### config.mk
export PLATFORM = sky130hd
export DESIGN_NAME = bm_ibuf_sched
export DESIGN_NICKNAME = d
export VERILOG_FILES = /design/src/rtl/bm_pkg.sv /design/src/rtl/bm_ibuf_sched.sv
export SDC_FILE = /design/constraint.sdc
export NUM_CORES = 1
export LEC_CHECK = 0
export ABC_AREA = 1
export ABC_CLOCK_PERIOD_IN_PS = 6300
export CORE_MARGIN = 2
export CORE_UTILIZATION = 30
export CTS_CLUSTER_SIZE = 28
export DETAILED_ROUTE_END_ITERATION = 8
export PLACE_DENSITY_LB_ADDON = 0.08
export SYNTH_ARGS = -nofsm -noshare
export SYNTH_HDL_FRONTEND = slang
export SYNTH_SLANG_ARGS = --single-unit
### constraint.sdc
create_clock -name clk -period 6.3 [get_ports clk]
set_clock_uncertainty 0.15 [all_clocks]
set_input_delay 1.26 -clock clk [delete_from_list [all_inputs] [get_ports clk]]
set_output_delay 1.26 -clock clk [all_outputs]
set_load 0.005 [all_outputs]
### src/rtl/bm_pkg.sv
// Shared types and helpers for the block-matching line-buffer fill sequencer.
package bm_pkg;

    typedef enum logic [2:0] {
        ST_IDLE,
        ST_REQ,
        ST_DATA,
        ST_DRAIN,
        ST_DONE
    } state_t;

    localparam int BM_WORD_BYTES = 4;

    function automatic logic [8:0] min9(input logic [8:0] a, input logic [8:0] b);
        return (a < b) ? a : b;
    endfunction

endpackage

### src/rtl/bm_ibuf_sched.sv
// Fill sequencer for the L/R line input buffer: splits lines into read bursts,
// counts written beats, and hands completed lines to the consumer.
module bm_ibuf_sched
    import bm_pkg::*;
#(
    parameter int AW  = 32,
    parameter int LNW = 11,
    parameter int STW = 16
) (
    input  logic           clk,
    input  logic           rst,
    input  logic           start,
    input  logic [8:0]     line_size,
    input  logic [8:0]     bst_len,
    input  logic [LNW-1:0] num_lines,
    input  logic [AW-1:0]  base_addr,
    input  logic [STW-1:0] stride,
    output logic           rd_req,
    output logic [AW-1:0]  rd_addr,
    output logic [8:0]     rd_len,
    input  logic           rd_ack,
    input  logic           wr,
    input  logic           wr_rdy,
    input  logic           rd_rdy,
    input  logic           line_done,
    output logic           buf_start,
    output logic           line_end,
    output logic           next_line,
    output logic           busy,
    output logic           done,
    output logic           err
);

    // rd_req/rd_ack is a valid/ready pair: once rd_req rises, rd_addr and rd_len
    // hold until the cycle rd_ack is seen with rd_req high.
    state_t         state;
    state_t         state_next;
    logic [8:0]     line_size_q;
    logic [8:0]     bst_len_q;
    logic [LNW-1:0] num_lines_q;
    logic [STW-1:0] stride_q;
    logic [AW-1:0]  addr;
    logic [AW-1:0]  line_base;
    logic [8:0]     wleft;
    logic [8:0]     beat_cnt;
    logic [LNW-1:0] lines_fetched;
    logic [LNW-1:0] lines_used;
    logic [LNW-1:0] fetched_inc;
    logic [AW-1:0]  next_base;
    logic           frame_empty;
    logic           burst_last;
    logic           line_last;
    logic           nl_ok;

    assign frame_empty = (line_size == 9'd0) || (num_lines == '0);
    assign burst_last  = (state == ST_DATA) && wr && (beat_cnt == 9'd1);
    assign line_last   = burst_last && (wleft == 9'd1);
    assign fetched_inc = lines_fetched + LNW'(1);
    assign next_base   = line_base + AW'(stride_q);
    assign nl_ok       = line_done && rd_rdy && (lines_used < lines_fetched);

    assign rd_addr = addr;
    assign rd_len  = min9(bst_len_q, wleft);
    assign busy    = (state == ST_REQ) || (state == ST_DATA) || (state == ST_DRAIN);

    always_ff @(posedge clk) begin
        if (rst) state <= ST_IDLE;
        else     state <= state_next;
    end

    always_comb begin
        state_next = state;
        if (start) begin
            state_next = frame_empty ? ST_DONE : ST_REQ;
        end else begin
            case (state)
                ST_REQ:   if (rd_req && rd_ack) state_next = ST_DATA;
                ST_DATA:  if (burst_last)
                              state_next = (line_last && fetched_inc == num_lines_q) ? ST_DRAIN : ST_REQ;
                ST_DRAIN: if (lines_used == num_lines_q) state_next = ST_DONE;
                ST_DONE:  state_next = ST_IDLE;
                default:  state_next = state;
            endcase
        end
    end

    always_ff @(posedge clk) begin
        if (rst) begin
            line_size_q   <= '0;
            bst_len_q     <= '0;
            num_lines_q   <= '0;
            stride_q      <= '0;
            addr          <= '0;
            line_base     <= '0;
            wleft         <= '0;
            beat_cnt      <= '0;
            lines_fetched <= '0;
            lines_used    <= '0;
            rd_req        <= 1'b0;
            buf_start     <= 1'b0;
            line_end      <= 1'b0;
            next_line     <= 1'b0;
            done          <= 1'b0;
            err           <= 1'b0;
        end else begin
            buf_start <= start;
            line_end  <= 1'b0;
            next_line <= 1'b0;
            done      <= 1'b0;
            if (start) begin
                line_size_q   <= line_size;
                bst_len_q     <= bst_len;
                num_lines_q   <= num_lines;
                stride_q      <= stride;
                addr          <= base_addr;
                line_base     <= base_addr;
                wleft         <= line_size;
                beat_cnt      <= '0;
                lines_fetched <= '0;
                lines_used    <= '0;
                rd_req        <= 1'b0;
                err           <= 1'b0;
            end else begin
                done <= (state == ST_DONE);
                if (state == ST_REQ) begin
                    if (rd_req && rd_ack) begin
                        rd_req   <= 1'b0;
                        beat_cnt <= rd_len;
                    end else if (!rd_req) begin
                        rd_req <= wr_rdy;
                    end
                end else begin
                    rd_req <= 1'b0;
                end
                if (wr && state == ST_DATA) begin
                    beat_cnt <= beat_cnt - 9'd1;
                    wleft    <= wleft - 9'd1;
                    addr     <= addr + AW'(BM_WORD_BYTES);
                    // Last beat of a line: jump to the next line start rather than the beat address.
                    if (line_last) begin
                        line_end      <= 1'b1;
                        line_base     <= next_base;
                        addr          <= next_base;
                        wleft         <= line_size_q;
                        lines_fetched <= fetched_inc;
                    end
                end
                if (nl_ok) begin
                    next_line  <= 1'b1;
                    lines_used <= lines_used + LNW'(1);
                end
                if ((wr && state != ST_DATA) || (line_done && !nl_ok)) err <= 1'b1;
            end
        end
    end

endmodule

# Word-level counts from Yosys, hierarchy flattened
# Index checks and enable logic that the tools add are counted.
# word_totals
regBits	158
out_inout_bits	48
wordCells	90
# op_classes
add_sub_neg	6
n_lt_le_gt_ge	2
n_eq_ne	12
muxes	23
bitwise	2
n_reduce_logical	28
# ops
op	n
$mux 32	6
$mux 9	7
$add 32x16->32	1
$add 32x3->32 const B	1
$add 11x1->11 const B	2
$eq 11x11->1	2
$eq 9x1->1 const B	2
$sub 9x1->9 const B	2
$mux 3	5
$pmux 3 s4	1
$logic_not 11->1	1
$lt 11x11->1	1
$logic_and 1x1->1	9
$logic_not 9->1	1
$lt 9x9->1	1
$ne 3x2->1 const B	3
$reduce_bool 2->1	4
$eq 3x2->1 const B	2
$reduce_and 2->1	3
$reduce_bool 5->1	1
$logic_or 1x1->1	4
$reduce_and 4->1	1
$reduce_or 4->1	1
$eq 3x1->1 const B	1
other kinds (8)	11

# Depth between registers and ports, before layout
# logic_depth
word_depth	9
depth_mapped	15

# Least setup slack after synthesis
# OpenSTA, ideal clock, no wires.
# synth_path
path_kind	register -> output
from	register wleft[4]
to	output rd_len[0]
arrival_ns	1.695
t_required_ns	4.890
slack_ns	3.195
stages_incl_launch_ff	9
path_buffers	1
path_cell_list	dfxtp_1 -> inv_1 -> ha_1 -> a21oi_1 -> o21ai_0 -> nand2_1 -> o2111ai_1 -> clkbuf_1 -> o21ai_0
# synth_between
elab_chain_len	2
# synth_rtl
element	line_no	rtl
start: declaration	bm_ibuf_sched.sv:44	logic [8:0] wleft;
start signal: assignment	bm_ibuf_sched.sv:117	wleft <= line_size;
start signal: assignment	bm_ibuf_sched.sv:137	wleft <= wleft - 9'd1;
start signal: assignment	bm_ibuf_sched.sv:144	wleft <= line_size_q;
$lt 9x9->1	bm_pkg.sv:15	return (a < b) ? a : b;
$mux 9	bm_pkg.sv:15	
end: declaration	bm_ibuf_sched.sv:20	output logic [8:0] rd_len,
# Every way passes these cells.

# Final worst setup path
# layout_path
from	register wleft[6]
to	output rd_len[4]
# The elaborated chain is that of the path after synthesis.

==> results.md <==
- Cells along the critical path: inv_1 > ha_1 > nand2_1 > nor2_1 > o211ai_1 > o2111ai_1 > o21ai_0 > clkdlybuf4s50_1
- Final critical-path share of the clock period: 74.9%
- Share of synthesized flip-flops with an asynchronous set or reset: 0%
- Buffer depth of the longest clock path: 2
- Maximum clock frequency: 212 MHz
- Post-synthesis simple-gate area fraction: 30.3%
- Library cell used as clock root buffer: clkbuf_16
- Multi-input logic area: 5640 um2
- Number of failing setup endpoints in the final timing report: 0
- Final weighted congestion in routability-driven placement: 0.849
- Initial cell density of the core: 30.7%
- Post-synthesis mux area share: 0%
- Total detailed-routing wirelength: 33,600 um
- TritonRoute pass-1 iters: 5
- Buffering stage count on the worst path with inverters included: 2
- Maximum single-stage delay on the critical path: 620 ps
- Data required time of the critical path: 4890 ps
- Number of cells traversed by the worst hold path: 2
- Post-synthesis compound-gate area fraction: 18.6%
- CTS hold repair buffers: 0
- Combinational family with the most area after synthesis: simple AND/OR/NAND/NOR gates
- CP Data Arrival Time: 3310 ps
- Max rail drop VDD: 0.000203 V
- Share of the synthesized area in the top cell type: 32.5%
- Per-cell routed wire length: 16.7 um
- Number of instances in the synthesized netlist: 1,489
- Leading area contributor after synthesis: dfxtp_1
- Cell types with the highest counts after synthesis: nand2_1 (379), inv_1 (194), dfxtp_1 (158)
- Horiz. Die Dim: 184 um
- Cells taking the most area after synthesis: dfxtp_1 (32%), nand2_1 (15%), inv_1 (7.5%)
- Critical setup path kind: flop to output pin
- Share of the yosys chip area belonging to registers: 32.5%
- H-Tree Level Count: 4
- Worst reg2reg path startpoint: wleft[1]$_SDFFE_PP0P_
- Final-layout fill cell count: 3,439
- Register-to-Register Path Depth: 14
- Standard-cell rows: 65
- DR DRC count: 0
- Global-route wire length before repair: 53,000 um
- Post-route standard cell area excluding fillers: 12,000 um2
- Sinks on Clock Net: 158
- Overall power consumption: 2670 uW
- Warnings from Yosys: 0
- Buffers inserted by post-CTS timing repair: 0
- Predominant post-synthesis flop cell: dfxtp_1
- Relative area change from synthesis to final layout: 23.4%
- Kind of cell adding the most delay to the critical path: compound AO/OA/AOI/OAI gates
- Type of the tightest min-delay check: flop to flop
- Clock insertion delay at the later pin of the skew report: 450 ps
- Result of the run: complete, no violations
- Adder-Cell Fraction of Synth Area: 5.47%
- Gates resized, CTS repair: 0
- Area of the die: 33,900 um2
- Overall fraction of global-route tracks in use: 20.1%
- Antenna-violating nets left: 0
- Clock tree from TritonCTS: done
- Initial antenna violation count: 0
- Number of inserted diodes: 0
- RSZ-0062 raised after global routing: no
- Number of clock buffers inserted by TritonCTS: 17
- Startpoint of the tightest hold check path: line_size_q[5]$_SDFFE_PP0P_
- Count of buffers inserted at the top-level ports: 132
- Worst min-delay path endpoint: line_size_q[5]$_SDFFE_PP0P_
- Via count of the first global-routing pass: 9,534
- Estimated wirelength of the detail-placed design: 25,200 um
- Initial detailed-routing violation count: 781
- Xor/xnor share of the synthesized area: 3.42%
- Syn_nets: 1,616
- Final number of max-transition violations: 0
- Top Ports: 133
- Number of vias after detailed routing: 10.1k
- Synthesized cell area: 9740 um2
- Netlist cell types: 46
- Slew at the pin closest to its max-slew limit: 1170 ps
- Flip-flop and latch area: 3160 um2
- Leak: 0.00505 uW
- Rel. slew slack: 22.1%
- Slowest library cell on the worst path: o21ai_0
- Total of flip-flops plus latches after synthesis: 158
- R2R setup slack: 3210 ps
- Count leader, synth: nand2_1
- Synthesized area divided by synthesized cell count: 6.54 um2
- Kind of end point of the critical path: output pin
- Number of enable flip-flop cells after synthesis: 0
- Core region area: 31,700 um2
- Number of hold-slack violations in the final timing report: 0
- Number of violations of the max-capacitance limit: 0
- Vias per inst: 4.99
- Placed cell area: 11,400 um2
- Power per Cell Area: 222 nW/um2
- Max Fanout on Critical Path: 18
- Setup TNS after final layout: 0 ps
- Crit path launch type: flop
- Endpoint of the worst register-to-register path: rd_addr[27]$_SDFFE_PP0P_
- Clock input transition at the sequential cells of the worst setup and hold paths: 70 ps
- Total overflow reported by the global router: 0
- Share of cells above drive strength 1: 4.22%
- Final net count: 1,726
- Largest net degree at the start of global routing: 61
- Chip height: 184 um
- Post-route minimum period: 4720 ps
[metrics by stage]
stage / worst slack (ps) / std cells / hold slack, ps / utilization (%)
2_1_floorplan: 3200 / 1489 / 291 / -
3_3_place_gp: 2060 / 1982 / 306 / 36.0
3_5_place_dp: 2060 / 1982 / 310 / 36.0
4_1_cts: 1560 / 2014 / 322 / 37.9
5_1_grt: 1340 / 2014 / 338 / 37.9
6_report: 1580 / 2014 / 321 / 37.9
[kinds of logic after synthesis]
kind of cell | Yosys count
AND/OR/NAND/NOR | 692
XOR/XNOR | 38
AO/OA/AOI/OAI | 313
buffers and inverters | 246
adder cells (fa/ha/maj) | 42
flip-flops | 158
[per-layer routing]
metal | wire length, um | global-route usage (%)
met1 | 17200 | 29.3
met4 | 433 | 5.34
met3 | 1410 | 2.85
met2 | 14600 | 30.9
met5 | 0 | 0
[how the worst max path moves through the flow]
stage / startpoint / end / slack (ps) / cells past startpoint
6_report: wleft[6]$_SDFFE_PP0P_ / rd_len[4] / 1580 / 8
4_1_cts: wleft[8]$_SDFFE_PP0P_ / rd_len[4] / 1560 / 8
5_1_grt: wleft[4]$_SDFFE_PP0P_ / rd_len[4] / 1340 / 8
3_3_place_gp: wleft[4]$_SDFFE_PP0P_ / rd_len[2] / 2060 / 8
3_5_place_dp: wleft[8]$_SDFFE_PP0P_ / rd_len[4] / 2060 / 8
2_1_floorplan: wleft[4]$_SDFFE_PP0P_ / rd_len[0] / 3200 / 8
[power by group]
part / internal [uW] / switching [uW]
Combinational: 210 / 261
Clock: 609 / 470
Sequential: 1060 / 62.9
[area by class of cell]
type | count | share of cell area [%]
repair buffers | 140 | 11.4
flip-flops and latches | 158 | 26.3
multi-input cells | 1085 | 47.0
clock inverters | 11 | 1.11
clock buffers | 21 | 3.83
inverters | 197 | 6.16
well taps | 402 | 4.19
[placed cells by master (no fill, tap or decap), types with 4 or more instances in the layout]
master and instances:
nor3_1 33, o2111ai_1 4, o21bai_1 6, nand4_1 20, o211ai_1 15, nand3_1 103, xnor2_1 8, o22ai_1 16
nor2_1 119, ha_1 41, nor2_4 6, a41oi_1 4, a22oi_1 4, nand2_1 379, xor2_1 30, or2_2 9
a22o_1 16, clkbuf_16 17, o21ai_0 101, clkdlybuf4s50_1 130, nor2_2 5, buf_4 8, nor4_1 5, dfxtp_1 158
a21oi_1 100, inv_1 193, clkinvlp_4 4, a31oi_1 37
[state kept, by name (all words and copies together), names as in the netlist]
register and flops:
done 1, rd_addr 32, line_end 1, next_line 1, line_base 32, buf_start 1
err 1, line_size_q 9, state 3, bst_len_q 9, lines_used 11, beat_cnt 9
lines_fetched 11, num_lines_q 11, wleft 9, stride_q 16, rd_req 1
[worst min-delay path, cell delays in order (launching register included)]
cell	delay, ps
dfxtp_1	300
inv_1	60
o22ai_1	70
No activity file was read; power rests on OpenSTA's default activity.
